## src/rtl/shift_add_mult_n_if.sv

```systemverilog
// Handshake and operand/result bundle for shift_add_mult_n.
// WIDTH must match the multiplier instance it connects to.
interface shift_add_mult_n_if #(
   parameter int unsigned WIDTH = 4
);
   logic                   start;
   logic                   signed_mode;
   logic [WIDTH-1:0]       a;
   logic [WIDTH-1:0]       b;
   logic                   ready;
   logic                   busy;
   logic                   done;
   logic [2*WIDTH-1:0]     product;

   modport master (
      output start, signed_mode, a, b,
      input  ready, busy, done, product
   );

   modport slave (
      input  start, signed_mode, a, b,
      output ready, busy, done, product
   );
endinterface

```

## src/rtl/shift_add_mult_n.sv

```systemverilog
// Sequential N-bit shift-and-add multiplier, one iteration per cycle, with
// optional two's-complement operands handled as sign/magnitude around the core.
module shift_add_mult_n #(
   parameter int unsigned WIDTH = 4
) (
   input logic               clk,
   input logic               reset,
   shift_add_mult_n_if.slave bus
);
   localparam int unsigned CNT_W = $clog2(WIDTH + 1);

   typedef enum logic [1:0] {
      IDLE,
      RUN,
      FIX,
      DONE
   } state_t;

   state_t               state_q;
   logic [CNT_W-1:0]     cnt_q;
   logic [WIDTH-1:0]     mag_a_q;
   logic [WIDTH-1:0]     hi_q;
   logic [WIDTH-1:0]     lo_q;
   logic                 neg_q;
   logic [2*WIDTH-1:0]   product_q;
   logic                 done_q;
   logic                 busy_q;
   logic                 ready_q;

   logic [WIDTH-1:0]     mag_a_d;
   logic [WIDTH-1:0]     mag_b_d;
   logic                 neg_d;
   logic [WIDTH:0]       sum_d;
   logic [WIDTH-1:0]     hi_d;
   logic [WIDTH-1:0]     lo_d;
   logic [2*WIDTH-1:0]   raw_d;

   always_comb begin
      // -2^(N-1) negates to itself, which read unsigned is exactly its magnitude
      mag_a_d = (bus.signed_mode && bus.a[WIDTH-1]) ? -bus.a : bus.a;
      mag_b_d = (bus.signed_mode && bus.b[WIDTH-1]) ? -bus.b : bus.b;
      neg_d   = bus.signed_mode && (bus.a[WIDTH-1] ^ bus.b[WIDTH-1]);
      sum_d   = {1'b0, hi_q} + (lo_q[0] ? {1'b0, mag_a_q} : '0);
      // carry lands in hi MSB after the right shift
      hi_d    = sum_d[WIDTH:1];
      lo_d    = {sum_d[0], lo_q[WIDTH-1:1]};
      raw_d   = {hi_q, lo_q};
   end

   always_ff @(posedge clk) begin
      if (reset) begin
         state_q   <= IDLE;
         cnt_q     <= '0;
         mag_a_q   <= '0;
         hi_q      <= '0;
         lo_q      <= '0;
         neg_q     <= 1'b0;
         product_q <= '0;
         done_q    <= 1'b0;
         busy_q    <= 1'b0;
         ready_q   <= 1'b1;
      end else begin
         done_q <= 1'b0;
         case (state_q)
            IDLE, DONE: begin
               if (bus.start) begin
                  mag_a_q <= mag_a_d;
                  lo_q    <= mag_b_d;
                  hi_q    <= '0;
                  neg_q   <= neg_d;
                  cnt_q   <= '0;
                  state_q <= RUN;
                  busy_q  <= 1'b1;
                  ready_q <= 1'b0;
               end else begin
                  state_q <= IDLE;
                  busy_q  <= 1'b0;
                  ready_q <= 1'b1;
               end
            end
            RUN: begin
               hi_q  <= hi_d;
               lo_q  <= lo_d;
               cnt_q <= cnt_q + CNT_W'(1);
               if (cnt_q == CNT_W'(WIDTH - 1)) begin
                  state_q <= FIX;
               end
            end
            FIX: begin
               product_q <= neg_q ? -raw_d : raw_d;
               state_q   <= DONE;
               done_q    <= 1'b1;
               busy_q    <= 1'b0;
               ready_q   <= 1'b1;
            end
            default: begin
               state_q <= IDLE;
               busy_q  <= 1'b0;
               ready_q <= 1'b1;
            end
         endcase
      end
   end

   assign bus.ready   = ready_q;
   assign bus.busy    = busy_q;
   assign bus.done    = done_q;
   assign bus.product = product_q;
endmodule

```

## src/flat_wrapper.sv

```systemverilog
// flat-port wrapper written by rule: the top's interface ports become plain ports
module shift_add_mult_n_flat 
#(
   parameter int unsigned WIDTH = 4
)
  (clk, reset, bus_start, bus_signed_mode, bus_a, bus_b, bus_ready, bus_busy, bus_done, bus_product);
  shift_add_mult_n_if #(.WIDTH(WIDTH)) bus_i ();
  input logic clk;
  input logic reset;
  input wire logic [$bits(bus_i.start)-1:0] bus_start;
  input wire logic [$bits(bus_i.signed_mode)-1:0] bus_signed_mode;
  input wire logic [$bits(bus_i.a)-1:0] bus_a;
  input wire logic [$bits(bus_i.b)-1:0] bus_b;
  output wire logic [$bits(bus_i.ready)-1:0] bus_ready;
  output wire logic [$bits(bus_i.busy)-1:0] bus_busy;
  output wire logic [$bits(bus_i.done)-1:0] bus_done;
  output wire logic [$bits(bus_i.product)-1:0] bus_product;
  assign bus_i.start = bus_start;
  assign bus_i.signed_mode = bus_signed_mode;
  assign bus_i.a = bus_a;
  assign bus_i.b = bus_b;
  assign bus_ready = bus_i.ready;
  assign bus_busy = bus_i.busy;
  assign bus_done = bus_i.done;
  assign bus_product = bus_i.product;
  shift_add_mult_n #(.WIDTH(WIDTH)) u_core (.clk(clk), .reset(reset), .bus(bus_i));
endmodule
```

## config.mk

```make
export PLATFORM = sky130hd
export DESIGN_NAME = shift_add_mult_n_flat
export DESIGN_NICKNAME = d
export VERILOG_FILES = /design/src/rtl/shift_add_mult_n_if.sv /design/src/rtl/shift_add_mult_n.sv /design/src/flat_wrapper.sv
export SDC_FILE = /design/constraint.sdc
export NUM_CORES = 1
export LEC_CHECK = 0
export CAP_MARGIN = 40
export CELL_PAD_IN_SITES_DETAIL_PLACEMENT = 1
export CELL_PAD_IN_SITES_GLOBAL_PLACEMENT = 2
export CORE_ASPECT_RATIO = 1.1
export CORE_UTILIZATION = 29
export CTS_CLUSTER_SIZE = 10
export DETAILED_ROUTE_END_ITERATION = 12
export PLACE_DENSITY_LB_ADDON = 0.1
export SYNTH_ARGS = -nofsm -noshare
export SYNTH_HDL_FRONTEND = slang
export SYNTH_SLANG_ARGS = --single-unit
```

## constraint.sdc

```tcl
create_clock -name clk -period 1.5 [get_ports clk]
set_input_delay 0.375 -clock clk [delete_from_list [all_inputs] [get_ports clk]]
set_output_delay 0.375 -clock clk [all_outputs]
set_load 0.01 [all_outputs]
```

Yosys cells after proc, flatten, opt, wreduce, memory -nomap -nowiden. Cells that the tools add are included.

Input port bits: 12. Logic and storage cells: 49. Flip-flop bits (word level): 29. Output and inout port bits: 11.

Bitwise operators: 1. Reduce and logical (&&, ||, !) cells: 9. Equality and inequality tests: 6. Mux-type cells: 18. Add/subtract/negate cells: 5.

Operator list (number): $mux W4 (5); $pmux W4 S2 (2); $mux W8 (1); $neg A4 Y4 (2); $neg A8 Y8 (1); $pmux W2 S3 (1); $pmux W3 S2 (1); $add A4 B5 Y5 (1); $eq A2 B2 Y1 const B (2); $mux W1 (4); $pmux W1 S2 (2); $reduce_and A2 Y1 (2); $reduce_bool A2 Y1 (2); $add A3 B1 Y3 const B (1); $eq A3 B2 Y1 const B (1); $logic_and A1 B1 Y1 (3); $mux W3 (1); $eq A2 B1 Y1 const B (1); $logic_not A2 Y1 (1); $mux W2 (1); $ne A2 B1 Y1 const B (1); $ne A2 B2 Y1 const B (1); $reduce_or A2 Y1 (1); $xor A1 B1 Y1 (1).

Logic depth before layout (Yosys ltp).
Depth in word-level cells: 4. Gate-level depth with buffers: 9. Gate-level depth less buffers: 8.

Worst setup path before layout. Ideal clock, no wire load.

Path type: register to register. Start: register u_core.lo_q[0]. End: register u_core.hi_q[3]. Required time: 1.430 ns. Arrival: 1.583 ns. Clock period less this slack: 1.654 ns. Setup time: 0.070 ns. Path slack: -0.154 ns. Stages on the path, launching flop included: 10. Path buffers: 1. Cells stage by stage: dfxtp_1 -> buf_6 -> and2_1 -> ha_1 -> inv_1 -> fa_1 -> nor2b_1 -> o21a_1 -> o211ai_1 -> a21oi_1.

Cells in the longest elaborated chain, start to end: 3.

Ends and longest elaborated chain: from (decl) (line shift_add_mult_n.sv:23) `logic [WIDTH-1:0] lo_q;`; from (signal assigned) (line shift_add_mult_n.sv:68) `lo_q <= mag_b_d;`; from (signal assigned) (line shift_add_mult_n.sv:83) `lo_q <= lo_d;`; $mux W4 (line shift_add_mult_n.sv:43) `sum_d = {1'b0, hi_q} + (lo_q[0] ? {1'b0, mag_a_q} : '0);`; $add A4 B5 Y5 (line shift_add_mult_n.sv:43); $pmux W4 S2 (line shift_add_mult_n.sv:64) `case (state_q)`; to (signal assigned) (line shift_add_mult_n.sv:82) `hi_q <= hi_d;`; to (decl) (line shift_add_mult_n.sv:22) `logic [WIDTH-1:0] hi_q;`.

No other way between the ends. A chain may end at the register's enable or synchronous reset.

Worst setup path after layout. Ends and elaborated chain as after synthesis.

==> impl_metrics.env <==
export IMPL_hold_path_class="flop to flop"
export IMPL_cts_tree="yes"
export IMPL_track_usage_pct=17.0
export IMPL_crit_type="flop to flop"
export IMPL_cap_violations=0
export IMPL_power_mw=3.77
export IMPL_start_kind="flop"
export IMPL_gp_congestion=0.751
export IMPL_post_route_drc_count=0
export IMPL_grt_pass1_vias=1529
export IMPL_antenna_found_initial=0
export IMPL_critPathRequiredTime_ns=1.72
export IMPL_grt_pass1_wl_mm=7.34
export IMPL_syn_area_per_cell_um2=8.75
export IMPL_crit_fanout=6
export IMPL_post_place_ws_ns=-0.302
export IMPL_post_drt_wl_per_cell_um=14.4
export IMPL_clockBufferDepth=2
export IMPL_critPathArrivalTime_ns=1.82
export IMPL_drt_total_wl_mm=4.47
export IMPL_r2r_end="u_core.hi_q[3]$_SDFFE_PP0P_"
export IMPL_finClkSkew_ns=0.00620
export IMPL_worst_slew_pin_transition_ns=0.334
export IMPL_num_rows=28
export IMPL_async_flop_share_pct=0
export IMPL_finalWorstSetupSlack_ns=-0.102
export IMPL_vias=1452
export IMPL_violations="setup timing"
export IMPL_ys_types=40
export IMPL_die_y_um=80.4
export IMPL_status="finished, violations left"
export IMPL_ff_latch_area_um2=587
export IMPL_relSlewSlack_pct=77.7
export IMPL_clock_sinks=29
export IMPL_cts_htree_levels=2
export IMPL_routed_via_density=4.68
export IMPL_layout_nets=259
export IMPL_clk_latency_ns=0.29
export IMPL_peakVddDrop_mv=0.561
export IMPL_cellLeakagePower_nw=0.975
export IMPL_synth_edff_count=0
export IMPL_rsz0062_at_grt="yes"
export IMPL_finalCritPeriodShare_pct=107
export IMPL_min_path_cells=2
export IMPL_max_freq_ghz=0.624
export IMPL_synth_compound_area_share_pct=19.3
export IMPL_firstDrtPassIters=4
export IMPL_multi_input_area_mm2=0.00102
export IMPL_rrSetupSlack_ns=-0.10
export IMPL_clk_pin_slew_worst_paths_ns=0.07
export IMPL_ff2ff_path_depth=8
export IMPL_final_hold_violation_count=0
export IMPL_io_pin_count=23
export IMPL_syn_inst=185
export IMPL_start_util_pct=30.0
export IMPL_dieArea_mm2=0.00589
export IMPL_area_delta_synth_final_pct=44.8
export IMPL_die_w_um=73.2
export IMPL_drive_gt1_share_pct=28.1
export IMPL_dp_cells=299
export IMPL_synth_simple_area_share_pct=18.1
export IMPL_pwr_density_cell_mw_per_mm2=1610
export IMPL_holdPathEnd="u_core.bus.busy$_SDFFE_PP0P_"
export IMPL_core_area_mm2=0.00540
export IMPL_seq_area_frac_synth_pct=35.9
export IMPL_final_max_slew_violation_count=0
export IMPL_worstSetupEndpointType="flop"
export IMPL_cts_buffers_inserted=5
export IMPL_dr_first_iter_drc_count=24
export IMPL_final_min_clock_period_ns=1.60
export IMPL_synthFlopType="dfxtp_1"
export IMPL_synth_top_family_by_area="compound AO/OA/AOI/OAI gates"
export IMPL_muxShareOfSynthArea_pct=3.79
export IMPL_ys_warnings_count=0
export IMPL_root_buffer="clkbuf_8"
export IMPL_ctsHoldBuffers=0
export IMPL_holdCritStartpoint="u_core.bus.busy$_SDFFE_PP0P_"
export IMPL_synth_xor_area_share_pct=4.87
export IMPL_fin_cells=310
export IMPL_synth_fp_nets=210
export IMPL_setup_worst_path_start="u_core.lo_q[0]$_SDFFE_PP0P_"
export IMPL_antenna_left=0
export IMPL_port_buffers=22
export IMPL_diodes=0
export IMPL_grt_ovfl_total=0
export IMPL_r2r_start="u_core.lo_q[0]$_SDFFE_PP0P_"
export IMPL_syn_area_mm2=0.00162
export IMPL_dpl_hpwl_mm=3.44
export IMPL_setup_violations=5
export IMPL_grt_max_degree=19
export IMPL_synthAdderAreaFrac_pct=10.5
export IMPL_filler_cell_count=659
export IMPL_ys_seq_elements=29
-- worst max-delay path: stages, from the launching register on --
cell	delay, ns
dfxtp_4	0.38
and2_4	0.16
ha_4	0.13
inv_2	0.03
fa_2	0.33
nor2b_1	0.15
o21a_1	0.14
o211ai_1	0.09
a21oi_1	0.13
-- power breakdown --
group	internal (mW)	switching, mW
logic	0.900	0.878
registers	0.984	0.145
clock network	0.541	0.319
total	2.43	1.34
-- flip-flops by register name (all words and copies together) (netlist names) --
signal	count
u_core.bus.busy	1
u_core.bus.done	1
u_core.bus.product	8
u_core.bus.ready	1
u_core.cnt_q	3
u_core.hi_q	4
u_core.lo_q	4
u_core.mag_a_q	4
u_core.neg_q	1
u_core.state_q	2
-- metrics by stage --
step | util, % | setup TNS, ns | hold slack [ns] | area [µm²]
after floorplan | - | -0.133 | 0.432 | 1690
after global placement | 40.1 | -2.23 | 0.446 | 2160
after detailed placement | 40.1 | -2.88 | 0.457 | 2160
after CTS | 42.4 | -0.147 | 0.463 | 2290
after global routing | 43.5 | -0.866 | 0.494 | 2340
final | 43.5 | -0.280 | 0.458 | 2340
-- layout make-up --
type                            count  area share (%)
Sequential cell                    29            25.0
Inverter                           14            2.24
Clock buffer                        7            3.68
Multi-Input combinational cell    131            43.7
Clock inverter                      1            1.28
Timing Repair Buffer               53            20.1
Tap cell                           75            4.00
-- timing repair --
action / in CTS / in global routing
resized for setup: 15 / 10
endpoints found under the setup margin: 20 / 19
setup buffers: 0 / 3
pin swaps: 4 / 7
-- kinds of logic after synthesis --
family | Yosys count
AND/OR/NAND/NOR | 60
adder cells (fa/ha/maj) | 13
buffers and inverters | 25
multiplexers | 6
AO/OA/AOI/OAI | 43
XOR/XNOR | 9
flip-flops | 29
-- layout by cell type (no fill, tap or decap), types with 3 or more instances in the layout --
cell / instances
o21ai_0: 3
buf_4: 29
clkdlybuf4s50_1: 10
inv_1: 12
a311oi_1: 3
nor2_1: 19
nand2b_1: 4
nor2b_1: 4
o31ai_1: 4
dlygate4sd2_1: 10
ha_4: 3
a21oi_1: 9
and2_4: 4
a211oi_1: 8
nand3_1: 4
xor2_1: 4
ha_1: 9
dfxtp_1: 26
nand2_1: 14
xnor2_1: 4
clkbuf_8: 6
mux2i_1: 5
-- Yosys cell counts (2+ instances only) --
master	instances	area, µm²
a211oi_1	8	60.1
a21boi_0	2	15.0
a21oi_1	11	55.1
a22oi_1	2	15.0
a2bb2oi_1	2	17.5
a311oi_1	4	35.0
and2_1	5	31.3
buf_6	3	33.8
clkbuf_1	6	22.5
dfxtp_1	29	581
ha_1	12	150
inv_1	14	52.6
mux2i_1	5	50.1
nand2_1	15	56.3
nand2b_1	4	25.0
nand3_1	5	25.0
nor2_1	19	71.3
nor2b_1	4	25.0
o21ai_0	3	15.0
o31ai_1	4	30.0
or3_1	2	12.5
xnor2_1	5	43.8
xor2_1	4	35.0
-- worst max path at each step --
| stage | end | slack, ns | cells past startpoint |
|---|---|---|---|
| 2_1_floorplan | u_core.hi_q[0]$_SDFFE_PP0P_ | -0.05 | 7 |
| 3_3_place_gp | u_core.mag_a_q[2]$_SDFFE_PP0P_ | -0.25 | 5 |
| 3_5_place_dp | u_core.mag_a_q[2]$_SDFFE_PP0P_ | -0.30 | 5 |
| 4_1_cts | u_core.hi_q[2]$_SDFFE_PP0P_ | -0.08 | 6 |
| 5_1_grt | u_core.hi_q[3]$_SDFFE_PP0P_ | -0.21 | 8 |
| 6_report | u_core.hi_q[3]$_SDFFE_PP0P_ | -0.10 | 8 |
-- layer usage --
| metal | GRT usage, % | up-vias | wire, µm |
|---|---|---|---|
| met5 | 0 | - | 0 |
| met4 | 7.65 | 0 | 70 |
| met3 | 2.63 | 7 | 90 |
| met2 | 30.8 | 19 | 2360 |
| met1 | 19.2 | 687 | 1950 |
| li1 | - | 739 | - |
Note: power is estimated with default switching activity, not from simulation.
